### config.mk
export PLATFORM = sky130hd
export DESIGN_NAME = mix_columns_seq_flat
export DESIGN_NICKNAME = d
export VERILOG_FILES = /design/src/rtl/mix_columns_seq_pkg.sv /design/src/rtl/mix_columns_seq_if.sv /design/src/rtl/mix_columns_seq_word.sv /design/src/rtl/mix_columns_seq.sv /design/src/flat_wrapper.sv
export SDC_FILE = /design/constraint.sdc
export NUM_CORES = 1
export LEC_CHECK = 0
export ABC_AREA = 1
export BUFFER_PORTS_ARGS = -buffer_cell sky130_fd_sc_hd__buf_2
export CORE_MARGIN = 3
export CORE_UTILIZATION = 45
export CTS_CLUSTER_SIZE = 24
export DETAILED_ROUTE_END_ITERATION = 8
export PLACE_DENSITY = 0.69
export SLEW_MARGIN = 20
export SYNTH_ARGS = -nofsm -noshare
export SYNTH_HDL_FRONTEND = slang
export SYNTH_SLANG_ARGS = --single-unit
### constraint.sdc
create_clock -name clk -period 5.2 [get_ports clk]
set_input_delay 0.26 -clock clk [delete_from_list [all_inputs] [get_ports clk]]
set_output_delay 0.26 -clock clk [all_outputs]
set_load 0.01 [all_outputs]
### src/rtl/mix_columns_seq_pkg.sv
// Shared GF(2^8) helpers, coefficient constants and types for the
// sequential (Inv)MixColumns engine.
package mix_columns_pkg;

  // Low byte of the AES reduction polynomial x^8 + x^4 + x^3 + x + 1.
  localparam logic [7:0] GF_POLY = 8'h1B;

  // Row-0 coefficients, packed with k0 in the low byte. Row r uses the
  // same set rotated right by r positions.
  localparam logic [31:0] FWD_COEF = {8'h01, 8'h01, 8'h03, 8'h02};
  localparam logic [31:0] INV_COEF = {8'h09, 8'h0d, 8'h0b, 8'h0e};

  typedef logic [31:0] col_t;

  typedef enum logic [1:0] {
    IDLE = 2'd0,
    BUSY = 2'd1,
    DONE = 2'd2
  } state_t;

  // Multiply by x in GF(2^8): shift left and fold the carried-out bit back in.
  function automatic logic [7:0] xtime(input logic [7:0] b);
    return {b[6:0], 1'b0} ^ (b[7] ? GF_POLY : 8'h00);
  endfunction

  // Multiply by a constant using an xtime chain; with a constant c the
  // unused links of the chain fold away.
  function automatic logic [7:0] gf_mul_const(input logic [7:0] b, input logic [7:0] c);
    logic [7:0] acc;
    logic [7:0] pw;
    acc = 8'h00;
    pw  = b;
    for (int i = 0; i < 8; i++) begin
      if (c[i]) acc = acc ^ pw;
      pw = xtime(pw);
    end
    return acc;
  endfunction

endpackage

### src/rtl/mix_columns_seq_if.sv
// Handshake bundle for the mix_columns_seq engine: input state channel,
// output state channel and a busy indicator.
interface mix_columns_seq_if #(
  parameter int NUM_COLS = 4
);

  logic                    in_valid;
  logic                    in_ready;
  logic                    mode;
  logic [32*NUM_COLS-1:0]  data_in;
  logic                    out_valid;
  logic                    out_ready;
  logic [32*NUM_COLS-1:0]  data_out;
  logic                    busy;

  modport master (
    output in_valid, mode, data_in, out_ready,
    input  in_ready, out_valid, data_out, busy
  );

  modport slave (
    input  in_valid, mode, data_in, out_ready,
    output in_ready, out_valid, data_out, busy
  );

endinterface

### src/rtl/mix_columns_seq_word.sv
// mix_column_word: combinational transform of one 32-bit column.
// mode = 1 selects InvMixColumns, mode = 0 selects MixColumns.
// Optional feature macro MIXCOL_FWD_EN: when undefined only the inverse
// datapath is built and mode is ignored.
module mix_column_word
  import mix_columns_pkg::*;
(
  input  logic mode,
  input  col_t col_in,
  output col_t col_out
);

  // Matrix multiply of a column; k holds row-0 coefficients (k0 in low byte),
  // row r reads them rotated right by r.
  function automatic col_t col_mul(input col_t c, input logic [31:0] k);
    col_t o;
    o = '0;
    for (int r = 0; r < 4; r++) begin
      for (int j = 0; j < 4; j++) begin
        o[8*r +: 8] = o[8*r +: 8] ^ gf_mul_const(c[8*j +: 8], k[8*((j - r + 4) % 4) +: 8]);
      end
    end
    return o;
  endfunction

  col_t inv_col;
  assign inv_col = col_mul(col_in, INV_COEF);

`ifdef MIXCOL_FWD_EN
  col_t fwd_col;
  assign fwd_col = col_mul(col_in, FWD_COEF);
  assign col_out = mode ? inv_col : fwd_col;
`else
  logic unused_mode;
  assign unused_mode = mode;
  assign col_out     = inv_col;
`endif

endmodule

### src/rtl/mix_columns_seq.sv
// mix_columns_seq: sequential (Inv)MixColumns over a NUM_COLS-column
// Rijndael state, COLS_PER_CYCLE columns per clock, transformed in place.
// Optional feature macro MIXCOL_FWD_EN (see mix_column_word): enables the
// forward transform; otherwise every state gets InvMixColumns.
module mix_columns_seq
  import mix_columns_pkg::*;
#(
  parameter int NUM_COLS       = 4,
  parameter int COLS_PER_CYCLE = 1
) (
  input logic              clk,
  input logic              rst,
  mix_columns_seq_if.slave bus
);

  localparam int W     = 32 * NUM_COLS;
  localparam int CNT_W = (NUM_COLS > 1) ? $clog2(NUM_COLS) : 1;

  if ((NUM_COLS % COLS_PER_CYCLE) != 0) begin : g_bad_cfg
    $error("mix_columns_seq: COLS_PER_CYCLE must divide NUM_COLS");
  end

  state_t           state;
  state_t           state_n;
  logic [CNT_W-1:0] cnt;
  logic             mode_q;
  logic [W-1:0]     st;
  logic [W-1:0]     st_next;
  logic             load;
  logic             step;
  logic             last;
  logic             in_ready;
  logic             out_valid;
  logic             busy;

  col_t grp_in  [COLS_PER_CYCLE];
  col_t grp_out [COLS_PER_CYCLE];

  assign last = (cnt == CNT_W'(NUM_COLS - COLS_PER_CYCLE));

  // One column transformer per lane, fed from the group the counter points at.
  for (genvar g = 0; g < COLS_PER_CYCLE; g++) begin : g_word
    assign grp_in[g] = st[32*(int'(cnt) + g) +: 32];
    mix_column_word u_word (
      .mode    (mode_q),
      .col_in  (grp_in[g]),
      .col_out (grp_out[g])
    );
  end

  // Splice the transformed group back into the state image.
  always_comb begin
    st_next = st;
    for (int g = 0; g < COLS_PER_CYCLE; g++) begin
      st_next[32*(int'(cnt) + g) +: 32] = grp_out[g];
    end
  end

  // FSM state register.
  always_ff @(posedge clk or posedge rst) begin
    if (rst) state <= IDLE;
    else     state <= state_n;
  end

  // Next-state and handshake decode.
  always_comb begin
    state_n   = state;
    in_ready  = 1'b0;
    out_valid = 1'b0;
    busy      = 1'b0;
    load      = 1'b0;
    step      = 1'b0;
    case (state)
      IDLE: begin
        in_ready = 1'b1;
        if (bus.in_valid) begin
          load    = 1'b1;
          state_n = BUSY;
        end
      end
      BUSY: begin
        busy = 1'b1;
        step = 1'b1;
        if (last) state_n = DONE;
      end
      DONE: begin
        out_valid = 1'b1;
        if (bus.out_ready) state_n = IDLE;
      end
      default: state_n = IDLE;
    endcase
  end

  // State image, column counter and latched mode; the counter returns to
  // zero after the last group so it never points past the state.
  always_ff @(posedge clk or posedge rst) begin
    if (rst) begin
      st     <= '0;
      cnt    <= '0;
      mode_q <= 1'b1;
    end else if (load) begin
      st     <= bus.data_in;
      cnt    <= '0;
      mode_q <= bus.mode;
    end else if (step) begin
      st  <= st_next;
      cnt <= last ? '0 : cnt + CNT_W'(COLS_PER_CYCLE);
    end
  end

  assign bus.in_ready  = in_ready;
  assign bus.out_valid = out_valid;
  assign bus.busy      = busy;
  assign bus.data_out  = st;

endmodule

### src/flat_wrapper.sv
// flat-port wrapper written by rule: the top's interface ports become plain ports
module mix_columns_seq_flat import mix_columns_pkg::*;
#(
  parameter int NUM_COLS       = 4,
  parameter int COLS_PER_CYCLE = 1
)
  (clk, rst, bus_in_valid, bus_mode, bus_data_in, bus_out_ready, bus_in_ready, bus_out_valid, bus_data_out, bus_busy);
  mix_columns_seq_if #(.NUM_COLS(NUM_COLS)) bus_i ();
  input logic clk;
  input logic rst;
  input wire logic [$bits(bus_i.in_valid)-1:0] bus_in_valid;
  input wire logic [$bits(bus_i.mode)-1:0] bus_mode;
  input wire logic [$bits(bus_i.data_in)-1:0] bus_data_in;
  input wire logic [$bits(bus_i.out_ready)-1:0] bus_out_ready;
  output wire logic [$bits(bus_i.in_ready)-1:0] bus_in_ready;
  output wire logic [$bits(bus_i.out_valid)-1:0] bus_out_valid;
  output wire logic [$bits(bus_i.data_out)-1:0] bus_data_out;
  output wire logic [$bits(bus_i.busy)-1:0] bus_busy;
  assign bus_i.in_valid = bus_in_valid;
  assign bus_i.mode = bus_mode;
  assign bus_i.data_in = bus_data_in;
  assign bus_i.out_ready = bus_out_ready;
  assign bus_in_ready = bus_i.in_ready;
  assign bus_out_valid = bus_i.out_valid;
  assign bus_data_out = bus_i.data_out;
  assign bus_busy = bus_i.busy;
  mix_columns_seq #(.NUM_COLS(NUM_COLS), .COLS_PER_CYCLE(COLS_PER_CYCLE)) u_core (.clk(clk), .rst(rst), .bus(bus_i));
endmodule
==> reports/results.tsv <==
metric	value	unit
outcome	finished, final reports clean	
hold_path_end	u_core.state[1]$_DFFE_PP0P_	
hpwlAfterDp	36300	µm
drc	0	
die_height	166	µm
clock_sinks	132	
die-width	166	µm
mostFrequentLayoutCell	nand2_1	
post_synth.cell_area_avg	6.29	µm²
rsz0062_at_grt	false	
crit_path_max_fanout	48	
post_synth_num_cell_types	36	
hold-path-cell-count	2	
cts_buffer_depth	2	
detailedRoute.firstPassIterationCount	5	
hold_path.startpoint	bus_out_ready	
grt_overflow_total	0	
cts.clk_slew.worst_paths	70	ps
regToRegStartpoint	u_core.cnt[0]$_DFFE_PP0P_	
final_net_count	2180	
rows	57	
flow.area_growth_from_synthesis	17.8	%
detailedRoute.firstIterationViolations	1505	
boundaryPins	264	
dr_total_vias	13359	
layout_cells_sized_above_1	18.9	%
cpMostUsedCell	nand2_1	
most-common-layout-cells	nand2_1, buf_2, nand3_1, dfrtp_1, inv_1	
initial_core_util	46.5	%
grt_start_max_net_pins	95	
coreArea	24700	µm²
place.port_buffers	262	
antenna_cells	0	
clock_tree.root_cell	clkbuf_16	
worst_skew_late_latency	440	ps
critPathRequiredTime	5580	ps
final.setup_skew	18.3	ps
critical_path_cell_sequence	inv_2, nand2_1, nand3_1, nand2_1, inv_2, nand2_1, nand2_1, nand2_1, nand2_1, nand2_1, nand2_1, nand3_1, nand2_1, inv_1, nand2_1, nand2_1, nor2_2, nand3_1, nand2_1	
routed_wire_length_per_instance	20.2	µm
number_of_buffers_created_by_cts	17	
crit_path_top_delay_cell	inv_2	
maxClockFrequency	258	MHz
post_synth_net_total	1960	
globalRouteTotalUtil	34.0	%
clock_tree.htree_level_count	4	
worstMarginPinSlew	1070	ps
final.fill_count	2551	
die_area	27400	µm²
critical_path.startpoint_type	flip-flop	
max_stage_delay	710	ps
min-delay-path-class	in -> reg	
holdBufCountCts	0	
cts_resized	0	
post-cts-setup-buffers	0	
routed_via_density	5.61	
setup_slack_of_the_worst_register_to_register_path	1320	ps
worst-path-buf-inv	3	
period_minus_slack	3880	ps
yosys_synthesis_warning_count	0	
sequential_cell_area	3310	µm²
grt_pass1_wl	72600	µm
worst_reg2reg_path_length_in_cells	19	
critPathCaptureType	flip-flop	
cts_tree	yes	
synth_sequential_area_ratio	28.8	%
slew_headroom	28.0	%
timing_worst_setup_path_type	reg -> reg	
multiInputGateArea	7220	µm²
finalSetupViolCount	0	
number_of_antenna_violations_at_the_first_check_in_global_routing	2	
drv.max_cap_violation_count	0	
postRouteAntennaNets	0	
endpoint_of_the_worst_slack_reg_to_reg_timing_path	u_core.bus.data_out[99]$_DFFE_PP0P_	
post_synth_instance_area	11500	µm²
rd_place_congestion	0.981	
report.final.hold_viol_count	0	
first_global_vias	11929	
timing.critical_path.max_delay_family	simple AND/OR/NAND/NOR gates	
post_synthesis_instance_total	1823	
ys_ff_latch	132	
data_arrival_time_of_the_worst_path	4260	ps
final_min_period_over_clock_period	74.7	%
wl	48100	µm
timing.setup.tns	0	ps
timing.final.max_slew_violations	0	
==> final cells by class <==
class | count | area share (%)
Clock buffer | 17 | 3.15
Clock inverter | 15 | 1.19
Inverter | 141 | 3.99
Sequential cell | 132 | 24.5
Timing Repair Buffer | 279 | 10.7
Multi-Input combinational cell | 1472 | 53.4
Tap cell | 324 | 3.00
==> stage by stage <==
stage | instance area (µm²) | instances | hold WS [ps] | utilization (%) | worst slack (ps)
2_1_floorplan | 11500 | 1823 | 357 | - | 1410
3_5_place_dp | 12900 | 2348 | 470 | 52.4 | 1460
5_1_grt | 13500 | 2380 | 28.7 | 54.8 | 1070
4_1_cts | 13500 | 2380 | 7.48 | 54.8 | 1450
6_report | 13500 | 2380 | 20.9 | 54.8 | 1320
3_3_place_gp | 12900 | 2348 | 473 | 52.4 | 1480
==> Yosys cell counts <==
cell type / count / area, µm²
dfrtp_1: 132 / 3300
o211ai_1: 15 / 113
buf_4: 10 / 75.1
o31ai_1: 1 / 7.51
xor2_1: 68 / 596
xor2_2: 4 / 65.1
o21ai_2: 1 / 8.76
nand4_1: 38 / 238
nand3_1: 260 / 1300
nor2_1: 12 / 45.0
or2_1: 8 / 50.1
xnor2_4: 2 / 55.1
buf_6: 11 / 124
or2_2: 1 / 6.26
ha_1: 4 / 50.1
inv_1: 127 / 477
inv_2: 13 / 48.8
xnor2_1: 44 / 385
xnor2_2: 1 / 16.3
o21bai_1: 5 / 37.5
nand2b_1: 2 / 12.5
o22ai_1: 1 / 6.26
clkbuf_1: 41 / 154
buf_2: 8 / 40.0
a22o_1: 50 / 438
nor4_1: 2 / 12.5
nand2_1: 891 / 3340
buf_1: 8 / 30.0
nand3b_1: 9 / 67.6
nand2_4: 5 / 56.3
nand2_2: 35 / 219
inv_4: 1 / 6.26
o21ai_0: 4 / 20.0
nor2_2: 7 / 43.8
nand3_2: 1 / 10.0
a21oi_1: 1 / 5.00
==> flip-flops by register name, summed over array words and instances (netlist names) <==
register,count
u_core.bus.data_out,128
u_core.cnt,2
u_core.state,2
==> worst max-delay path by stage <==
stage                               from                             endpoint  slack (ps)  depth (start not counted)
6_report       u_core.cnt[0]$_DFFE_PP0P_  u_core.bus.data_out[99]$_DFFE_PP0P_        1320                         19
5_1_grt        u_core.cnt[0]$_DFFE_PP0P_  u_core.bus.data_out[99]$_DFFE_PP0P_        1070                         19
4_1_cts        u_core.cnt[0]$_DFFE_PP0P_  u_core.bus.data_out[99]$_DFFE_PP0P_        1450                         19
3_5_place_dp   u_core.cnt[0]$_DFFE_PP0P_  u_core.bus.data_out[99]$_DFFE_PP0P_        1460                         19
3_3_place_gp   u_core.cnt[0]$_DFFE_PP0P_  u_core.bus.data_out[35]$_DFFE_PP0P_        1480                         19
2_1_floorplan                        rst   u_core.bus.data_out[0]$_DFFE_PP0P_        1410                          1
==> metal layers <==
layer	global-route usage, %	up-vias	part of all wire, %
met5	0	-	0.042
met4	8.54	4	2.4
met3	5.60	68	9.4
met2	52.7	731	45
met1	49.5	6312	43
li1	-	6244	-
==> logic make-up after synthesis <==
group,share of synthesized area [%]
and+or+nand+nor,47.1
buffers and inverters,8.33
DFF,28.8
xor gates and xnor gates,9.74
AOI/OAI and AO/OA,5.54
adders and majority gates,0.436
Power is not shown: default switching activity piles up to over one toggle a cycle in this logic, so the estimate is an artifact.
